`src/rtl/instr_mem_loader.sv`:
```
// instr_mem_loader: assembles a little-endian byte stream into 32-bit words and writes them to instruction memory.
module instr_mem_loader #(
  parameter int ADDR_WIDTH = 16,
  parameter int DATA_WIDTH = 32,
  parameter logic [ADDR_WIDTH-1:0] BASE_ADDR = '0
) (
  input  logic                  clk,
  input  logic                  rst_n,
  input  logic                  start,
  input  logic [ADDR_WIDTH-1:0] word_count,
  input  logic [7:0]            byte_in,
  input  logic                  byte_valid,
  output logic                  byte_ready,
  output logic                  mem_we,
  output logic [ADDR_WIDTH-1:0] mem_addr,
  output logic [DATA_WIDTH-1:0] mem_wdata,
  output logic                  cpu_hold,
  output logic                  busy,
  output logic                  done
);
  typedef enum logic [1:0] {IDLE, RECV, WRITE, DONE} state_t;
  state_t r_state, w_next;
  logic [ADDR_WIDTH-1:0] r_cnt;
  logic [1:0] r_lane;
  logic w_xfer;
  logic w_accept;
  assign w_xfer = byte_valid && byte_ready;
  assign w_accept = (r_state == IDLE) && start && |word_count;
  always_comb begin
    w_next = r_state;
    case (r_state)
      IDLE:  w_next = start ? (|word_count ? RECV : DONE) : IDLE;
      RECV:  w_next = (w_xfer && r_lane == 2'd3) ? WRITE : RECV;
      WRITE: w_next = (r_cnt == ADDR_WIDTH'(1)) ? DONE : RECV;
      DONE:  w_next = IDLE;
      default: w_next = IDLE;
    endcase
  end
  always_ff @(posedge clk or negedge rst_n) begin
    if (!rst_n) r_state <= IDLE;
    else        r_state <= w_next;
  end
  // Outputs are registered from the next state so each one tracks the FSM without a decode stage.
  always_ff @(posedge clk or negedge rst_n) begin
    if (!rst_n) begin
      byte_ready <= 1'b0;
      mem_we     <= 1'b0;
      cpu_hold   <= 1'b0;
      busy       <= 1'b0;
      done       <= 1'b0;
    end else begin
      byte_ready <= w_next == RECV;
      mem_we     <= w_next == WRITE;
      cpu_hold   <= w_next == RECV || w_next == WRITE;
      busy       <= w_next == RECV || w_next == WRITE;
      done       <= w_next == DONE;
    end
  end
  always_ff @(posedge clk or negedge rst_n) begin
    if (!rst_n) begin
      mem_addr  <= BASE_ADDR;
      mem_wdata <= '0;
      r_cnt     <= '0;
      r_lane    <= '0;
    end else if (w_accept) begin
      mem_addr <= BASE_ADDR;
      r_cnt    <= word_count;
      r_lane   <= '0;
    end else if (r_state == RECV && w_xfer) begin
      mem_wdata[{r_lane, 3'b000} +: 8] <= byte_in;
      r_lane <= r_lane + 2'd1;
    end else if (r_state == WRITE) begin
      mem_addr <= mem_addr + ADDR_WIDTH'(4);
      r_cnt    <= r_cnt - ADDR_WIDTH'(1);
      r_lane   <= '0;
    end
  end
endmodule
```
`config.mk`:
```
export PLATFORM = sky130hd
export DESIGN_NAME = instr_mem_loader
export DESIGN_NICKNAME = d
export VERILOG_FILES = /design/src/rtl/instr_mem_loader.sv
export SDC_FILE = /design/constraint.sdc
export NUM_CORES = 1
export LEC_CHECK = 0
export ABC_AREA = 1
export ABC_CLOCK_PERIOD_IN_PS = 2200
export CAP_MARGIN = 40
export CORE_MARGIN = 2
export CORE_UTILIZATION = 51
export DETAILED_ROUTE_END_ITERATION = 6
export GPL_TIMING_DRIVEN = 0
export PLACE_DENSITY = 0.89
export SETUP_SLACK_MARGIN = 0.4
export SKIP_CTS_REPAIR_TIMING = 1
export SLEW_MARGIN = 20
export SYNTH_ARGS = -nofsm -noshare
export SYNTH_HDL_FRONTEND = slang
export SYNTH_SLANG_ARGS = --single-unit
```
`constraint.sdc`:
```
create_clock -name clk -period 2.2 [get_ports clk]
set_input_delay 0.44 -clock clk [delete_from_list [all_inputs] [get_ports clk]]
set_output_delay 0.44 -clock clk [all_outputs]
set_load 0.005 [all_outputs]
```
==> results of run 1 <==
worst register-to-register path, cell delays in order (launching register included):
cell      delay [ns]
dfrtp_2         0.43
clkbuf_4        0.19
inv_2           0.13
ha_2            0.33
nor2_2          0.15
inv_1           0.12
o31ai_1         0.27
cell usage after synthesis (all sizes together), types with 2 or more instances:
library cell	instances
o21a	6
xor2	3
inv	41
nand3	68
buf	16
dfrtp	70
ha	11
o21ai	31
nand3b	2
o31ai	6
nor2	68
nand4	11
a21oi	4
nand2	140
worst paths after layout:
kind                          startpoint             to  slack [ns]
min in group clk           mem_wdata[30]  mem_wdata[30]        0.50
hold reg to reg            mem_wdata[30]  mem_wdata[30]        0.50
max in group asynchronous          rst_n    mem_addr[2]        1.15
setup / recovery                    busy       cpu_hold        0.46
hold / removal                     rst_n       r_cnt[0]        0.49
setup reg to reg               r_lane[0]  mem_wdata[29]        0.50
placed cells by master (no fill, tap or decap), types with 2 or more instances in the layout:
cell type,synthesis,routed
nand2_1,137,136
clkdlybuf4s50_1,0,77
nand3_1,67,66
dfrtp_1,70,65
nor2_1,59,56
inv_1,39,38
o21ai_0,25,25
nand4_1,11,11
buf_4,6,10
ha_1,11,10
clkbuf_8,0,9
nor2_2,5,7
o31ai_1,6,6
o21a_1,6,6
buf_2,6,5
dfrtp_2,0,5
nor2_4,3,4
a21oi_1,4,4
o21ai_1,4,4
inv_2,2,3
xor2_1,3,3
buf_6,3,3
clkinvlp_4,0,3
nand2_4,2,2
clkinv_4,1,2
nand3b_1,2,2
nand3_2,1,2
o21ai_2,2,2
nand2_2,1,2
conb_1,1,2
cells by family (layout without fill, tap and decap cells):
family	after synthesis	after routing	share of synthesized area
AO/OA/AOI/OAI	49	49	0.07578
other	1	2	0.0009875
AND/OR/NAND/NOR	292	292	0.3427
flip-flops	70	70	0.4613
XOR/XNOR	4	4	0.009227
adder cells (fa/ha/maj)	11	11	0.03624
buffers and inverters	59	158	0.07380
state kept, by name, indices dropped and copies added, names as in the netlist:
signal and cells:
mem_wdata 32, r_cnt 16, mem_addr 14, r_lane 2, r_state 2, busy 1
byte_ready 1, done 1, mem_we 1
layout make-up:
type	instances	area, um2	area share
Clock inverter	6	70.07	0.01402
Clock buffer	10	127.6	0.02553
Timing Repair Buffer	83	838.3	0.1677
Multi-Input combinational cell	358	1798	0.3597
Inverter	42	162.7	0.03254
Buffer	17	120.1	0.02403
Sequential cell	70	1758	0.3517
Tap cell	99	123.9	0.02478
per-layer routing:
metal | global-route usage | up-vias | wire length, um
met3 | 0.06093 | 18 | 645
met1 | 0.3192 | 1705 | 4163
met4 | 0.09744 | 0 | 174
li1 | - | 1763 | -
met5 | 0 | - | 0
met2 | 0.4060 | 146 | 4708
report_power, final:
part	total [mW]	switching (mW)	internal [mW]
logic	2.40	1.31	1.08
registers	2.05	0.352	1.70
clock network	1.06	0.529	0.530
total	5.50	2.19	3.31
through the flow:
step                      instance area [um2]  hold slack, ns
after floorplan                          3801          0.1444
after global placement                   4706          0.4634
after detailed placement                 4731          0.3196
after CTS                                4928        -0.06351
after global routing                     4999          0.5019
final                                    4999          0.4877
==> metrics.csv, run 1 <==
metric,value,unit
status,finished clean,
Worst Reg2Reg Path Length in Cells,6,
total power,5.505,mW
CTS tree,yes,
post-route worst setup slack,0.4566,ns
Leakage,2.391,nW
Max Cap Viol,0,
CP Depth,2,
Worst Hold Class,input port to async pin,
# port buffers,78,
"top cells by area, synth","dfrtp_1, nand2_1, nand3_1",
number of synthesized flops with an enable pin,0,
crit start category,flip-flop,
Core Rows,31,
Routed WL,9.693,mm
synthesis warning total,0,
CP max FO,2,
Starting Density,0.5264,
Final min period,1.743,ns
share of layout cells above drive strength 1,0.1160,
Worst-path clk slew,0.08,ns
post-DP HPWL,6.956,mm
mean area per synthesized cell,7.814,um2
Gate Count Post-Synth,486,
core box area,0.007214,mm2
iteration-0 DRC count of the detailed router,217,
total CTS buffers,9,
# DRC,0,
I/O pin total,81,
antenna fix cells,0,
sequential area share after synthesis,0.4613,
gr ovfl total,0,
fin cells,685,
final setup violation count,0,
first-pass GRT wire length,16.55,mm
post-synthesis register bit count,70,
gpl congestion,0.9004,
pwr/cell area,1101,mW/mm2
Fill cells,590,
Main synth FF type,dfrtp_1,
Setup crit end kind,output pin,
Final Skew,0.01146,ns
fin nets,620,
gr usage total,0.2483,
largest area contributor in the netlist,dfrtp_1,
largest net degree at the start of global routing,57,
"slowest stage delay, CP",0.45,ns
RSZ-0062 raised after global routing,false,
Worst path slowest cell,clkdlybuf4s50_1,
Worst-Skew Late Latency,0.35,ns
crit share post-route,0.7924,
post-synth top area share,0.4613,
WS Path Type,flip-flop to output pin,
Synth Cell Area,0.003797,mm2
number of nets with antenna violations after routing,0,
Place WS,0.08252,ns
CP bufs+invs,2,
clock sink total,70,
placed cell count,665,
clock root buffer master,clkbuf_8,
Die Wd,90.29,um
vias in the first global route,3604,
WL per Instance,14.15,um
detailed-route via count,3632,
Required @ worst endpoint,1.76,ns
initial antenna violation count,0,
Post-Route Setup TNS,0,ns
CP cell instances,buf_4 > clkdlybuf4s50_1,
top cell family by delay on the critical path,buffers and inverters,
"Arr. time, crit path",1.30,ns
P&R area growth vs syn,31.63,%
Fmax achieved,573.6,MHz
Netlist cell types,35,
"FFs w/ async S/R, synth",1.000,
VDD IR max,0.7517,mV
Die ar.,0.008152,mm2
Clock Path Buffers,2,
"Hold Violations, Final",0,
Die Height,90.29,um
H-tree Lvls,3,
routed vias/inst,5.302,
final design utilization,0.6929,
1st-pass router iterations,4,
final count of pins violating max slew,0,
Power figures use the tool's default switching activity.
==> run 2: changes to the inputs <==
Settings changed: ABC_CLOCK_PERIOD_IN_PS 2200 to 1800.
Clock period 2.2 ns to 1.8 ns, I/O delays scaled along.
==> metrics.csv, run 2 (same netlist as run 1, synthesis figures left out) <==
metric,value,unit
pwr/cell area,1394,mW/mm2
"Arr. time, crit path",1.90,ns
fin nets,670,
Worst-Skew Late Latency,0.37,ns
initial antenna violation count,0,
final design utilization,0.8408,
"Hold Violations, Final",0,
post-route cell area,0.006066,mm2
Min Hold Slack,0.2604,ns
post-DP HPWL,7.418,mm
WL per Instance,18.32,um
Largest regs,"mem_wdata x32, r_cnt x16, mem_addr x14",
total power,8.457,mW
gpl congestion,0.9375,
RSZ-0062 raised after global routing,true,
Leakage,3.692,nW
number of flip-flops in the largest register,32,
antenna fix cells,0,
Place WS,-0.2328,ns
status,finished clean,
CTS tree,yes,
CP max FO,3,
Clock Path Buffers,2,
# DRC,0,
placed cell area,0.004777,mm2
final count of pins violating max slew,0,
Worst R2R Setup Slack,0.15,ns
Worst-path clk slew,0.09,ns
gr usage total,0.2607,
share of layout cells above drive strength 1,0.2898,
number of nets with antenna violations after routing,0,
core box area,0.007214,mm2
Starting Density,0.5264,
Hold Path Depth,3,
Fmax achieved,607.5,MHz
H-tree Lvls,3,
clock root buffer master,clkbuf_8,
1st-pass router iterations,6,
Fill cells,390,
VDD IR max,0.8900,mV
worst hold start,word_count[6],
vias in the first global route,3641,
Worst Reg2Reg Path Length in Cells,10,
iteration-0 DRC count of the detailed router,389,
R2R Path Start,r_cnt[1],
first-pass GRT wire length,17.22,mm
Die ar.,0.008152,mm2
gr ovfl total,0,
WS Path Type,flip-flop to flip-flop,
routed vias/inst,5.748,
# port buffers,78,
post-route worst setup slack,0.1540,ns
Post-Route Setup TNS,0,ns
final setup violation count,0,
largest net degree at the start of global routing,41,
detailed-route via count,4219,
most frequent cells in the layout,"nand2_1, dfrtp_1, dlymetal6s2s_1",
Max Cap Viol,0,
crit start category,flip-flop,
Min-Delay Endpoint,r_cnt[6],
crit share post-route,0.9144,
I/O pin total,81,
fin cells,734,
Die Height,90.29,um
launch point of the worst path,r_cnt[1],
clock sink total,70,
Routed WL,13.45,mm
"commonest non-fill, non-tap cell in the layout",nand2_1,
Final Skew,0.01241,ns
placed cell count,665,
Setup crit end kind,flip-flop,
Worst Hold Class,input port to flip-flop,
Required @ worst endpoint,2.06,ns
total CTS buffers,9,
Crit Reg-Reg Endpoint,busy,
Final min period,1.646,ns
P&R area growth vs syn,59.74,%
Core Rows,31,
Die Wd,90.29,um
register ranked first by flip-flop count,mem_wdata,
run 2: worst max path at each step:
stage / to / depth (start not counted) / slack, ns
2_1_floorplan: busy / 10 / 0.33
3_3_place_gp: r_lane[0] / 1 / -2.17
3_5_place_dp: busy / 11 / -0.23
6_report: busy / 10 / 0.15
5_1_grt: busy / 10 / 0.12
4_1_cts: mem_addr[4] / 1 / 0.11
run 2: final cells by class:
type / instances / area, um2 / area share
inverter: 42 / 180.2 / 0.02970
clock buffer: 9 / 123.9 / 0.02042
sequential: 70 / 1759 / 0.2900
tap: 99 / 123.9 / 0.02042
clock inverter: 6 / 111.4 / 0.01836
buffer: 17 / 153.9 / 0.02537
multi-input combinational: 358 / 2188 / 0.3608
timing repair buffer: 133 / 1425 / 0.2349
run 2: worst max-delay path, stage by stage (launching register included):
cell and delay, ns:
dfrtp_1 0.44, inv_2 0.08, ha_1 0.19, nand2_1 0.08, nor2_2 0.04, nand4_1 0.08, nand2_1 0.07, nor2_2 0.14
inv_2 0.07, ha_2 0.31, inv_1 0.03
run 2: metal layers:
metal / wire length, um / track usage / up-vias
li1: - / - / 1866
met1: 4851 / 0.3247 / 2004
met2: 6823 / 0.4417 / 283
met3: 1165 / 0.07095 / 66
met4: 610 / 0.08462 / 0
met5: 0 / 0 / -
run 2: power by group:
part	internal, mW	switching [mW]
logic	1.94	2.39
registers	2.08	0.462
clock network	0.913	0.674
total	4.93	3.52
